$ cat config.mk
export PLATFORM = sky130hd
export DESIGN_NAME = pixel_stream_packer_flat
export DESIGN_NICKNAME = d
export VERILOG_FILES = /design/src/rtl/pixel_stream_pkg.sv /design/src/rtl/pixel_stream_packer_if.sv /design/src/rtl/sync_fifo.sv /design/src/rtl/pixel_stream_packer.sv /design/src/flat_wrapper.sv
export SDC_FILE = /design/constraint.sdc
export NUM_CORES = 1
export LEC_CHECK = 0
export CORE_MARGIN = 3
export CORE_UTILIZATION = 31
export CTS_BUF_LIST = sky130_fd_sc_hd__clkbuf_16
export CTS_CLUSTER_SIZE = 16
export DETAILED_ROUTE_END_ITERATION = 10
export SYNTH_ARGS = -nofsm -noshare
export SYNTH_HDL_FRONTEND = slang
export SYNTH_SLANG_ARGS = --single-unit
$ cat constraint.sdc
create_clock -name sysclk -period 6.25 [get_ports sysclk]
set_clock_uncertainty 0.05 [all_clocks]
set_input_delay 0.625 -clock sysclk [delete_from_list [all_inputs] [get_ports sysclk]]
set_output_delay 0.625 -clock sysclk [all_outputs]
set_load 0.005 [all_outputs]
$ cat src/rtl/pixel_stream_pkg.sv
// Shared widths, default frame geometry and the buffered pixel entry format.
// Pure declarations; no logic or timing of its own.
// Used by the packer, its bus interface and the bench.
package pixel_stream_pkg;

  localparam int COLOR_W         = 24;
  localparam int X_W             = 10;
  localparam int Y_W             = 9;
  localparam int H_RES_DEF       = 640;
  localparam int V_RES_DEF       = 480;
  localparam int FIFO_DEPTH_DEF  = 16;

  typedef struct packed {
    logic [COLOR_W-1:0] color;
    logic               sof;
    logic               eol;
    logic               eof;
  } pixel_entry_t;

  localparam int ENTRY_W = $bits(pixel_entry_t);

  // Frame markers are resolved at write time so the output side only reads flags.
  function automatic pixel_entry_t make_entry(
    input logic [COLOR_W-1:0] color,
    input logic [X_W-1:0]     x,
    input logic [Y_W-1:0]     y,
    input logic [X_W-1:0]     x_last,
    input logic [Y_W-1:0]     y_last
  );
    pixel_entry_t e;
    e.color = color;
    e.sof   = (x == '0) && (y == '0);
    e.eol   = (x == x_last);
    e.eof   = (x == x_last) && (y == y_last);
    return e;
  endfunction

endpackage

$ cat src/rtl/pixel_stream_packer_if.sv
// Pixel-in / AXI4-Stream-video-out bundle plus status outputs of the packer.
// No logic; slave modport is the packer's view, master is the environment's.
// Backpressure travels on pix_ready (input side) and m_tready (output side).
interface pixel_stream_packer_if #(
  parameter int FIFO_DEPTH = 16
);
  import pixel_stream_pkg::*;

  localparam int LVL_W = $clog2(FIFO_DEPTH) + 1;

  logic               pix_valid;
  logic [X_W-1:0]     pix_x;
  logic [Y_W-1:0]     pix_y;
  logic [COLOR_W-1:0] pix_color;
  logic               pix_ready;

  logic [COLOR_W-1:0] m_tdata;
  logic               m_tvalid;
  logic               m_tready;
  logic               m_tuser;
  logic               m_tlast;

  logic               frame_done;
  logic [LVL_W-1:0]   fill_level;
  logic               range_err;
  logic               seq_err;

  modport slave (
    input  pix_valid, pix_x, pix_y, pix_color, m_tready,
    output pix_ready, m_tdata, m_tvalid, m_tuser, m_tlast,
           frame_done, fill_level, range_err, seq_err
  );

  modport master (
    output pix_valid, pix_x, pix_y, pix_color, m_tready,
    input  pix_ready, m_tdata, m_tvalid, m_tuser, m_tlast,
           frame_done, fill_level, range_err, seq_err
  );

endinterface

$ cat src/rtl/sync_fifo.sv
// Generic first-word-fall-through synchronous FIFO with occupancy output.
// Latency: a push into an empty FIFO is visible on pop_dat/!empty next cycle.
// Backpressure: push ignored while full (even with a same-cycle pop); pop ignored while empty.
module sync_fifo #(
  parameter  int WIDTH = 8,
  parameter  int DEPTH = 16,
  localparam int AW    = $clog2(DEPTH)
) (
  input  logic             clk,
  input  logic             rst,
  input  logic             push,
  input  logic [WIDTH-1:0] push_dat,
  input  logic             pop,
  output logic [WIDTH-1:0] pop_dat,
  output logic             full,
  output logic             empty,
  output logic [AW:0]      level
);

  logic [AW:0]      wr_ptr_q, wr_ptr_d;
  logic [AW:0]      rd_ptr_q, rd_ptr_d;
  logic [WIDTH-1:0] mem_q [DEPTH];
  logic [WIDTH-1:0] mem_d [DEPTH];
  logic             push_ok;
  logic             pop_ok;

  // The extra MSB separates a full ring from an empty one when indices match.
  assign full    = (wr_ptr_q[AW] != rd_ptr_q[AW]) && (wr_ptr_q[AW-1:0] == rd_ptr_q[AW-1:0]);
  assign empty   = (wr_ptr_q == rd_ptr_q);
  assign level   = wr_ptr_q - rd_ptr_q;
  assign pop_dat = mem_q[rd_ptr_q[AW-1:0]];

  always_comb begin
    push_ok  = push && !full;
    pop_ok   = pop && !empty;
    wr_ptr_d = wr_ptr_q;
    rd_ptr_d = rd_ptr_q;
    mem_d    = mem_q;
    if (push_ok) begin
      mem_d[wr_ptr_q[AW-1:0]] = push_dat;
      wr_ptr_d                = wr_ptr_q + {{AW{1'b0}}, 1'b1};
    end
    if (pop_ok) begin
      rd_ptr_d = rd_ptr_q + {{AW{1'b0}}, 1'b1};
    end
  end

  always_ff @(posedge clk) begin
    if (rst) begin
      wr_ptr_q <= '0;
      rd_ptr_q <= '0;
    end else begin
      wr_ptr_q <= wr_ptr_d;
      rd_ptr_q <= rd_ptr_d;
    end
  end

  // Storage needs no reset: the pointers alone decide what is valid.
  always_ff @(posedge clk) begin
    mem_q <= mem_d;
  end

endmodule

$ cat src/rtl/pixel_stream_packer.sv
// Buffers rendered pixels and emits them as AXI4-Stream video; PIXEL_STREAM_SEQ_CHECK_EN adds raster-order checking.
// Latency: pixel accepted at cycle N into an empty buffer appears on m_tvalid at N+1.
// Backpressure: pix_ready drops when the buffer is full; m_tready low holds the head beat.
module pixel_stream_packer
  import pixel_stream_pkg::*;
#(
  parameter int H_RES      = H_RES_DEF,
  parameter int V_RES      = V_RES_DEF,
  parameter int FIFO_DEPTH = FIFO_DEPTH_DEF
) (
  input  logic                 sysclk,
  input  logic                 reset,
  pixel_stream_packer_if.slave bus
);

  localparam int             LVL_W  = $clog2(FIFO_DEPTH) + 1;
  localparam logic [X_W-1:0] X_LAST = X_W'(H_RES - 1);
  localparam logic [Y_W-1:0] Y_LAST = Y_W'(V_RES - 1);

  logic               fifo_full;
  logic               fifo_empty;
  logic [LVL_W-1:0]   fifo_level;
  pixel_entry_t       wr_entry;
  pixel_entry_t       rd_entry;

  logic               pix_ready;
  logic               m_tvalid;
  logic               accept;
  logic               in_range;
  logic               push;
  logic               pop;
  logic               seq_err;

  logic               frame_done_q, frame_done_d;
  logic               range_err_q, range_err_d;

  // Held low through reset so nothing is taken while the buffer is being cleared.
  assign pix_ready = !fifo_full && !reset;
  assign m_tvalid  = !fifo_empty;

  always_comb begin
    in_range     = (bus.pix_x <= X_LAST) && (bus.pix_y <= Y_LAST);
    accept       = bus.pix_valid && pix_ready;
    push         = accept && in_range;
    pop          = m_tvalid && bus.m_tready;
    wr_entry     = make_entry(bus.pix_color, bus.pix_x, bus.pix_y, X_LAST, Y_LAST);
    frame_done_d = pop && rd_entry.eof;
    range_err_d  = range_err_q || (accept && !in_range);
  end

  always_ff @(posedge sysclk) begin
    if (reset) begin
      frame_done_q <= 1'b0;
      range_err_q  <= 1'b0;
    end else begin
      frame_done_q <= frame_done_d;
      range_err_q  <= range_err_d;
    end
  end

  sync_fifo #(
    .WIDTH (ENTRY_W),
    .DEPTH (FIFO_DEPTH)
  ) u_fifo (
    .clk      (sysclk),
    .rst      (reset),
    .push     (push),
    .push_dat (wr_entry),
    .pop      (pop),
    .pop_dat  (rd_entry),
    .full     (fifo_full),
    .empty    (fifo_empty),
    .level    (fifo_level)
  );

`ifdef PIXEL_STREAM_SEQ_CHECK_EN
  logic [X_W-1:0] exp_x_q, exp_x_d;
  logic [Y_W-1:0] exp_y_q, exp_y_d;
  logic           seq_err_q, seq_err_d;

  // On a mismatch the counter follows the received pixel rather than the old expectation.
  always_comb begin
    exp_x_d   = exp_x_q;
    exp_y_d   = exp_y_q;
    seq_err_d = seq_err_q;
    if (push) begin
      if ((bus.pix_x != exp_x_q) || (bus.pix_y != exp_y_q)) begin
        seq_err_d = 1'b1;
      end
      if (bus.pix_x == X_LAST) begin
        exp_x_d = '0;
        exp_y_d = (bus.pix_y == Y_LAST) ? '0 : bus.pix_y + 1'b1;
      end else begin
        exp_x_d = bus.pix_x + 1'b1;
        exp_y_d = bus.pix_y;
      end
    end
  end

  always_ff @(posedge sysclk) begin
    if (reset) begin
      exp_x_q   <= '0;
      exp_y_q   <= '0;
      seq_err_q <= 1'b0;
    end else begin
      exp_x_q   <= exp_x_d;
      exp_y_q   <= exp_y_d;
      seq_err_q <= seq_err_d;
    end
  end

  assign seq_err = seq_err_q;
`else
  assign seq_err = 1'b0;
`endif

  assign bus.pix_ready  = pix_ready;
  assign bus.m_tvalid   = m_tvalid;
  assign bus.m_tdata    = rd_entry.color;
  assign bus.m_tuser    = rd_entry.sof;
  assign bus.m_tlast    = rd_entry.eol;
  assign bus.frame_done = frame_done_q;
  assign bus.fill_level = fifo_level;
  assign bus.range_err  = range_err_q;
  assign bus.seq_err    = seq_err;

endmodule

$ cat src/flat_wrapper.sv
// flat-port wrapper written by rule: the top's interface ports become plain ports
module pixel_stream_packer_flat import pixel_stream_pkg::*;
#(
  parameter int H_RES      = H_RES_DEF,
  parameter int V_RES      = V_RES_DEF,
  parameter int FIFO_DEPTH = FIFO_DEPTH_DEF
)
  (sysclk, reset, bus_pix_valid, bus_pix_x, bus_pix_y, bus_pix_color, bus_m_tready, bus_pix_ready, bus_m_tdata, bus_m_tvalid, bus_m_tuser, bus_m_tlast, bus_frame_done, bus_fill_level, bus_range_err, bus_seq_err);
  pixel_stream_packer_if #(.FIFO_DEPTH(FIFO_DEPTH)) bus_i ();
  input  logic sysclk;
  input  logic reset;
  input wire logic [$bits(bus_i.pix_valid)-1:0] bus_pix_valid;
  input wire logic [$bits(bus_i.pix_x)-1:0] bus_pix_x;
  input wire logic [$bits(bus_i.pix_y)-1:0] bus_pix_y;
  input wire logic [$bits(bus_i.pix_color)-1:0] bus_pix_color;
  input wire logic [$bits(bus_i.m_tready)-1:0] bus_m_tready;
  output wire logic [$bits(bus_i.pix_ready)-1:0] bus_pix_ready;
  output wire logic [$bits(bus_i.m_tdata)-1:0] bus_m_tdata;
  output wire logic [$bits(bus_i.m_tvalid)-1:0] bus_m_tvalid;
  output wire logic [$bits(bus_i.m_tuser)-1:0] bus_m_tuser;
  output wire logic [$bits(bus_i.m_tlast)-1:0] bus_m_tlast;
  output wire logic [$bits(bus_i.frame_done)-1:0] bus_frame_done;
  output wire logic [$bits(bus_i.fill_level)-1:0] bus_fill_level;
  output wire logic [$bits(bus_i.range_err)-1:0] bus_range_err;
  output wire logic [$bits(bus_i.seq_err)-1:0] bus_seq_err;
  assign bus_i.pix_valid = bus_pix_valid;
  assign bus_i.pix_x = bus_pix_x;
  assign bus_i.pix_y = bus_pix_y;
  assign bus_i.pix_color = bus_pix_color;
  assign bus_i.m_tready = bus_m_tready;
  assign bus_pix_ready = bus_i.pix_ready;
  assign bus_m_tdata = bus_i.m_tdata;
  assign bus_m_tvalid = bus_i.m_tvalid;
  assign bus_m_tuser = bus_i.m_tuser;
  assign bus_m_tlast = bus_i.m_tlast;
  assign bus_frame_done = bus_i.frame_done;
  assign bus_fill_level = bus_i.fill_level;
  assign bus_range_err = bus_i.range_err;
  assign bus_seq_err = bus_i.seq_err;
  pixel_stream_packer #(.H_RES(H_RES), .V_RES(V_RES), .FIFO_DEPTH(FIFO_DEPTH)) u_core (.sysclk(sysclk), .reset(reset), .bus(bus_i));
endmodule
# Word level (Yosys, flattened, before mapping)
# Cells that the tools add are included.
[totals]
regBits = 444
latchBits = 0
ramBits = 0
rom_bits = 0
input_bits = 47
word_cells = 61
n_memories = 0
[classes]
add_sub_neg = 3
n_mul = 0
div_mod_pow = 0
order_cmp = 5
eq_ne = 5
shifts = 0
n_mux = 6
bitwise_logic = 2
reduce_logical = 20
[ops]
columns = ["cell", "n"]
rows = [
  ["$bwmux W432", 1],
  ["$bmux W27 S4", 1],
  ["$demux W27 S4", 1],
  ["$mux W27", 3],
  ["$logic_and A1 B1 Y1", 13],
  ["$add A5 B1 Y5 const B", 2],
  ["$eq A10 B10 Y1 const B", 1],
  ["$ge A5 B5 Y1 const B", 2],
  ["$le A10 B10 Y1 const B", 1],
  ["$logic_not A10 Y1", 1],
  ["$not A4 Y5", 2],
  ["$eq A9 B9 Y1 const B", 1],
  ["$le A9 B9 Y1 const B", 1],
  ["$logic_not A9 Y1", 1],
  ["$eq A5 B5 Y1", 1],
  ["$lt A5 B1 Y1 const B", 1],
  ["$sub A5 B5 Y5", 1],
  ["$eq A4 B4 Y1", 1],
  ["$logic_not A1 Y1", 4],
  ["$logic_or A1 B1 Y1", 1],
  ["$ne A1 B1 Y1", 1],
]

# Depth between registers and ports, before layout
[logic_depth]
ltp_word = 7
ltp_mapped = 7

# By module
# From an unflattened synthesis, not the netlist that was laid out.
[hier_totals]
hier_cells = 843
hier_area_um2 = 17409.2
[modules_own_cells]
columns = ["module", "instances", "cells_per_inst", "area_per_inst_um2", "seq_area_each_um2"]
rows = [
  ["sync_fifo", 1, 814, 17211.5, 13172.6],
  ["pixel_stream_packer", 1, 29, 197.7, 40.0],
]

# Worst setup path after synthesis
# Ideal clock, no wire load.
[synth_path]
path_kind = "flip-flop to flip-flop"
from = "reg u_core.u_fifo.rd_ptr_q[2]"
to = "reg u_core.u_fifo.mem_q[324] in the netlist's numbering, enable pin"
t_arrival_ns = 4.120
required_ns = 5.721
setup_slack_ns = 1.601
stages_incl_launch_ff = 8
path_buffers = 1
period_less_slack_ns = 4.649
cell_sequence = "dfxtp_1 -> buf_2 -> inv_1 -> ha_1 -> nand4_1 -> o21a_1 -> nand2_1 -> nor4_1"
[synth_between]
elab_chain_len = 7
[synth_rtl]
columns = ["item", "line", "source"]
rows = [
  ["start, declared", "sync_fifo.sv:21", "logic [AW:0] rd_ptr_q, rd_ptr_d;"],
  ["start signal, assigned", "sync_fifo.sv:54", "rd_ptr_q <= rd_ptr_d;"],
  ["$eq A4 B4 Y1 *", "sync_fifo.sv:28", "assign full = (wr_ptr_q[AW] != rd_ptr_q[AW]) && (wr_ptr_q[AW-1:0] == rd_ptr_q[AW-1:0]);"],
  ["$logic_and A1 B1 Y1 *", "sync_fifo.sv:28", ""],
  ["$logic_not A1 Y1 *", "sync_fifo.sv:34, pixel_stream_packer.sv:38", ""],
  ["$logic_and A1 B1 Y1", "pixel_stream_packer.sv:38", "assign pix_ready = !fifo_full && !reset;"],
  ["$logic_and A1 B1 Y1", "pixel_stream_packer.sv:43", "accept = bus.pix_valid && pix_ready;"],
  ["$logic_and A1 B1 Y1", "pixel_stream_packer.sv:44", "push = accept && in_range;"],
  ["$logic_and A1 B1 Y1 *", "sync_fifo.sv:34", "push_ok = push && !full;"],
  ["end signal, assigned", "sync_fifo.sv:60", "mem_q <= mem_d;"],
  ["end, declared", "sync_fifo.sv:22", "logic [WIDTH-1:0] mem_q [DEPTH];"],
]
# Every way passes the cells marked *; elsewhere a longest branch is shown, timed or not.
# A chain may end at the register's enable or synchronous reset.

# Worst setup path after layout
[layout_path]
from = "reg u_core.u_fifo.rd_ptr_q[1]"
to = "out bus_m_tdata[17]"
[layout_between]
elab_chain_len = 4
[layout_rtl]
columns = ["item", "line", "source"]
rows = [
  ["$not A4 Y5 (not written as such)", "sync_fifo.sv:31", "assign pop_dat = mem_q[rd_ptr_q[AW-1:0]];"],
  ["$bmux W27 S4", "sync_fifo.sv:31", ""],
  ["$mux W27 (not written as such) (2 in a row)", "sync_fifo.sv:31", ""],
  ["end, declared", "flat_wrapper.sv:18", "output wire logic [$bits(bus_i.m_tdata)-1:0] bus_m_tdata;"],
]
# No other way between the ends. The select of a mux whose other input is x is not followed.

==> flow_metrics.py <==
metrics = {
    "outcome": {
        "status": "finished, final reports clean",
    },
    "detailed_routing": {
        "drt_wl_total_mm": 39.3,
        "viasPerCell": 5.06,
        "vias": 8239,
        "wl_per_cell_microns": 24.1,
        "drt_iter0_drc": 638,
        "ant_nets": 0,
        "drc_errors": 0,
        "drtPass1Iterations": 5,
    },
    "sta": {
        "finalHoldViolCount": 0,
        "min_period_ns": 4.28,
        "slew_violations": 0,
        "setup_viol": 0,
        "max_freq_mhz": 234,
        "fin_setup_tns_ns": 0,
        "rsz0062_at_grt": "false",
        "fin_crit_sh_pct": 68.5,
        "holdWs_ns": 0.473,
        "tightest_slew_ns": 1.18,
        "relSlewSlack_pct": 20.9,
    },
    "clock_tree": {
        "clock_sinks": 444,
        "cts-root-buf": "clkbuf_16",
        "cts.repair.resized": 0,
        "post_cts.repair.setup_buffers": 0,
        "htreeDepth": 2,
        "hold_buffers": 0,
        "cts_tree": "done",
        "clock_path_buffers": 3,
        "clkSlewWorstSetupHoldPaths_ns": 0.06,
        "cts_inserted_buffers": 46,
        "insertion_delay_ns": 0.55,
    },
    "floorplan": {
        "fp-row-count": 85,
        "start_util_pct": 31.5,
        "die_area_sq_um": 57900,
        "io_pins": 83,
        "die_h_microns": 241,
        "fp.coreArea_sq_um": 54100,
        "die_x_microns": 241,
    },
    "finish": {
        "n_fill_cell": 4777,
        "layout.nets": 956,
        "num_antenna_cells": 0,
        "syn_to_final_growth_pct": 19.4,
        "final_common_cell": "edfxtp_1",
        "drive_gt1_share_pct": 23.5,
        "stdcell_area_sq_um": 20400,
        "fin_cells": 1627,
        "final_cell_mix": "edfxtp_1 (432), mux4_2 (108), clkdlybuf4s50_1 (81)",
    },
    "worst_setup_path": {
        "cp.required_ns": 5.57,
        "startpoint_type": "flip-flop",
        "worst-path-max-fanout": 62,
        "setup.worst_path.end_class": "output port",
        "cp.arrival_ns": 3.60,
        "worstSetupPathType": "flip-flop to output port",
    },
    "yosys": {
        "ys_ff_latch": 444,
        "yosysSeqAreaShare_pct": 77.4,
        "postSynthAreaPerCell_sq_um": 21.6,
        "synth_nets": 846,
        "synthCells": 789,
        "async_flop_share_pct": 0,
        "syn_area_sq_um": 17100,
        "synth_edf_count": 432,
        "synth_cell_type_count": 40,
        "synth_ff_type": "edfxtp_1",
        "yosysWarnings": 0,
    },
    "power_and_ir_drop": {
        "power_mw": 6.58,
        "ir_worst_vdd_uv": 156,
        "total_leakage_power_nw": 6.16,
        "power.density_nw_per_um2": 323,
    },
    "grt": {
        "antenna_found_initial": 0,
        "grt_pass1_wl_mm": 58.6,
        "grt_max_degree": 63,
        "overflow": 0,
        "grt_usage_pct": 13.7,
        "grt_pass1_vias": 8906,
    },
    "hold_path": {
        "hold_class": "flip-flop to flip-flop",
    },
    "place": {
        "io_buffers": 81,
        "place_area_sq_um": 18900,
        "dp_cells": 1547,
        "place.gp.congestion": 0.693,
        "hpwl_mm": 22.0,
    },
    "run": {
        "max_cap_violations": 0,
    },
}
-- power by group --
part	internal, mW	switching [mW]	leakage (nW)
Clock	1.63	1.09	0.762
Sequential	3.27	0.0438	3.94
Combinational	0.303	0.239	1.46
-- metrics by stage --
| step | util (%) | setup WS, ns |
|---|---|---|
| finish | 37.6 | 1.97 |
| global route | 37.6 | 1.70 |
| CTS | 37.6 | 1.90 |
| detailed placement | 34.9 | 2.32 |
| global placement | 34.9 | 2.35 |
| floorplan | - | 1.60 |
-- per-layer routing --
metal / vias up / global-route usage, % / wire length, microns
li1: 3552 / - / -
met1: 4406 / 17.8 / 16600
met2: 224 / 23.9 / 20300
met3: 57 / 2.48 / 1680
met4: 0 / 3.30 / 696
met5: - / 0 / 0
-- critical path, cell delays in order, from the launching register on --
cell             delay, ns
dfxtp_4               0.85
buf_4                 0.87
mux4_2                0.43
a22oi_1               0.19
nand2_1               0.16
clkdlybuf4s50_1       0.49
-- synthesized netlist by cell type (all sizes together) (6+ instances only) --
cell	instances	area, sq um
clkbuf	20	75.1
inv	7	26.3
a22oi	52	390
a21oi	9	45.0
ha	9	113
mux4	108	2430
nand3	6	30.0
nor4	11	68.8
nand2	30	113
nand4	6	37.5
o21ai	7	35.0
edfxtp	432	13000
buf	20	104
dfxtp	12	240
nor2	18	67.6
-- registers in the layout (all words and copies together) (netlist names) --
name                    cells
u_core.u_fifo.wr_ptr_q      5
u_core.u_fifo.rd_ptr_q      5
u_core.bus.range_err        1
u_core.bus.frame_done       1
u_core.u_fifo.mem_q       432
-- worst paths after layout --
| path | start | endpoint | slack, ns | cells after the start |
|---|---|---|---|---|
| worst max register to register | u_core.u_fifo.rd_ptr_q[1] | u_core.u_fifo.mem_q[41] | 2.40 | 6 |
| worst min-delay path | u_core.bus.range_err | u_core.bus.range_err | 0.47 | 2 |
| worst min register to register | u_core.bus.range_err | u_core.bus.range_err | 0.47 | 2 |
| worst max-delay path | u_core.u_fifo.rd_ptr_q[1] | bus_m_tdata[17] | 1.97 | 5 |
-- logic make-up after synthesis --
logic type	synth area share, %
AOI/OAI and AO/OA	3.11
DFF	77.4
xor gates and xnor gates	0.454
adders and majority gates	0.777
other	0.0220
muxes	14.4
buffers and inverters	1.20
and+or+nand+nor	2.66
-- area by class of cell --
cell class	instances	area, sq um	area share (%)
clock buffers	46	1150	5.65
inverters	7	26.3	0.129
clock inverters	34	353	1.73
multi-input cells	298	3790	18.6
flip-flops and latches	444	13200	64.9
repair buffers	102	968	4.75
well taps	696	871	4.27
(Power assumes the default switching activity.)
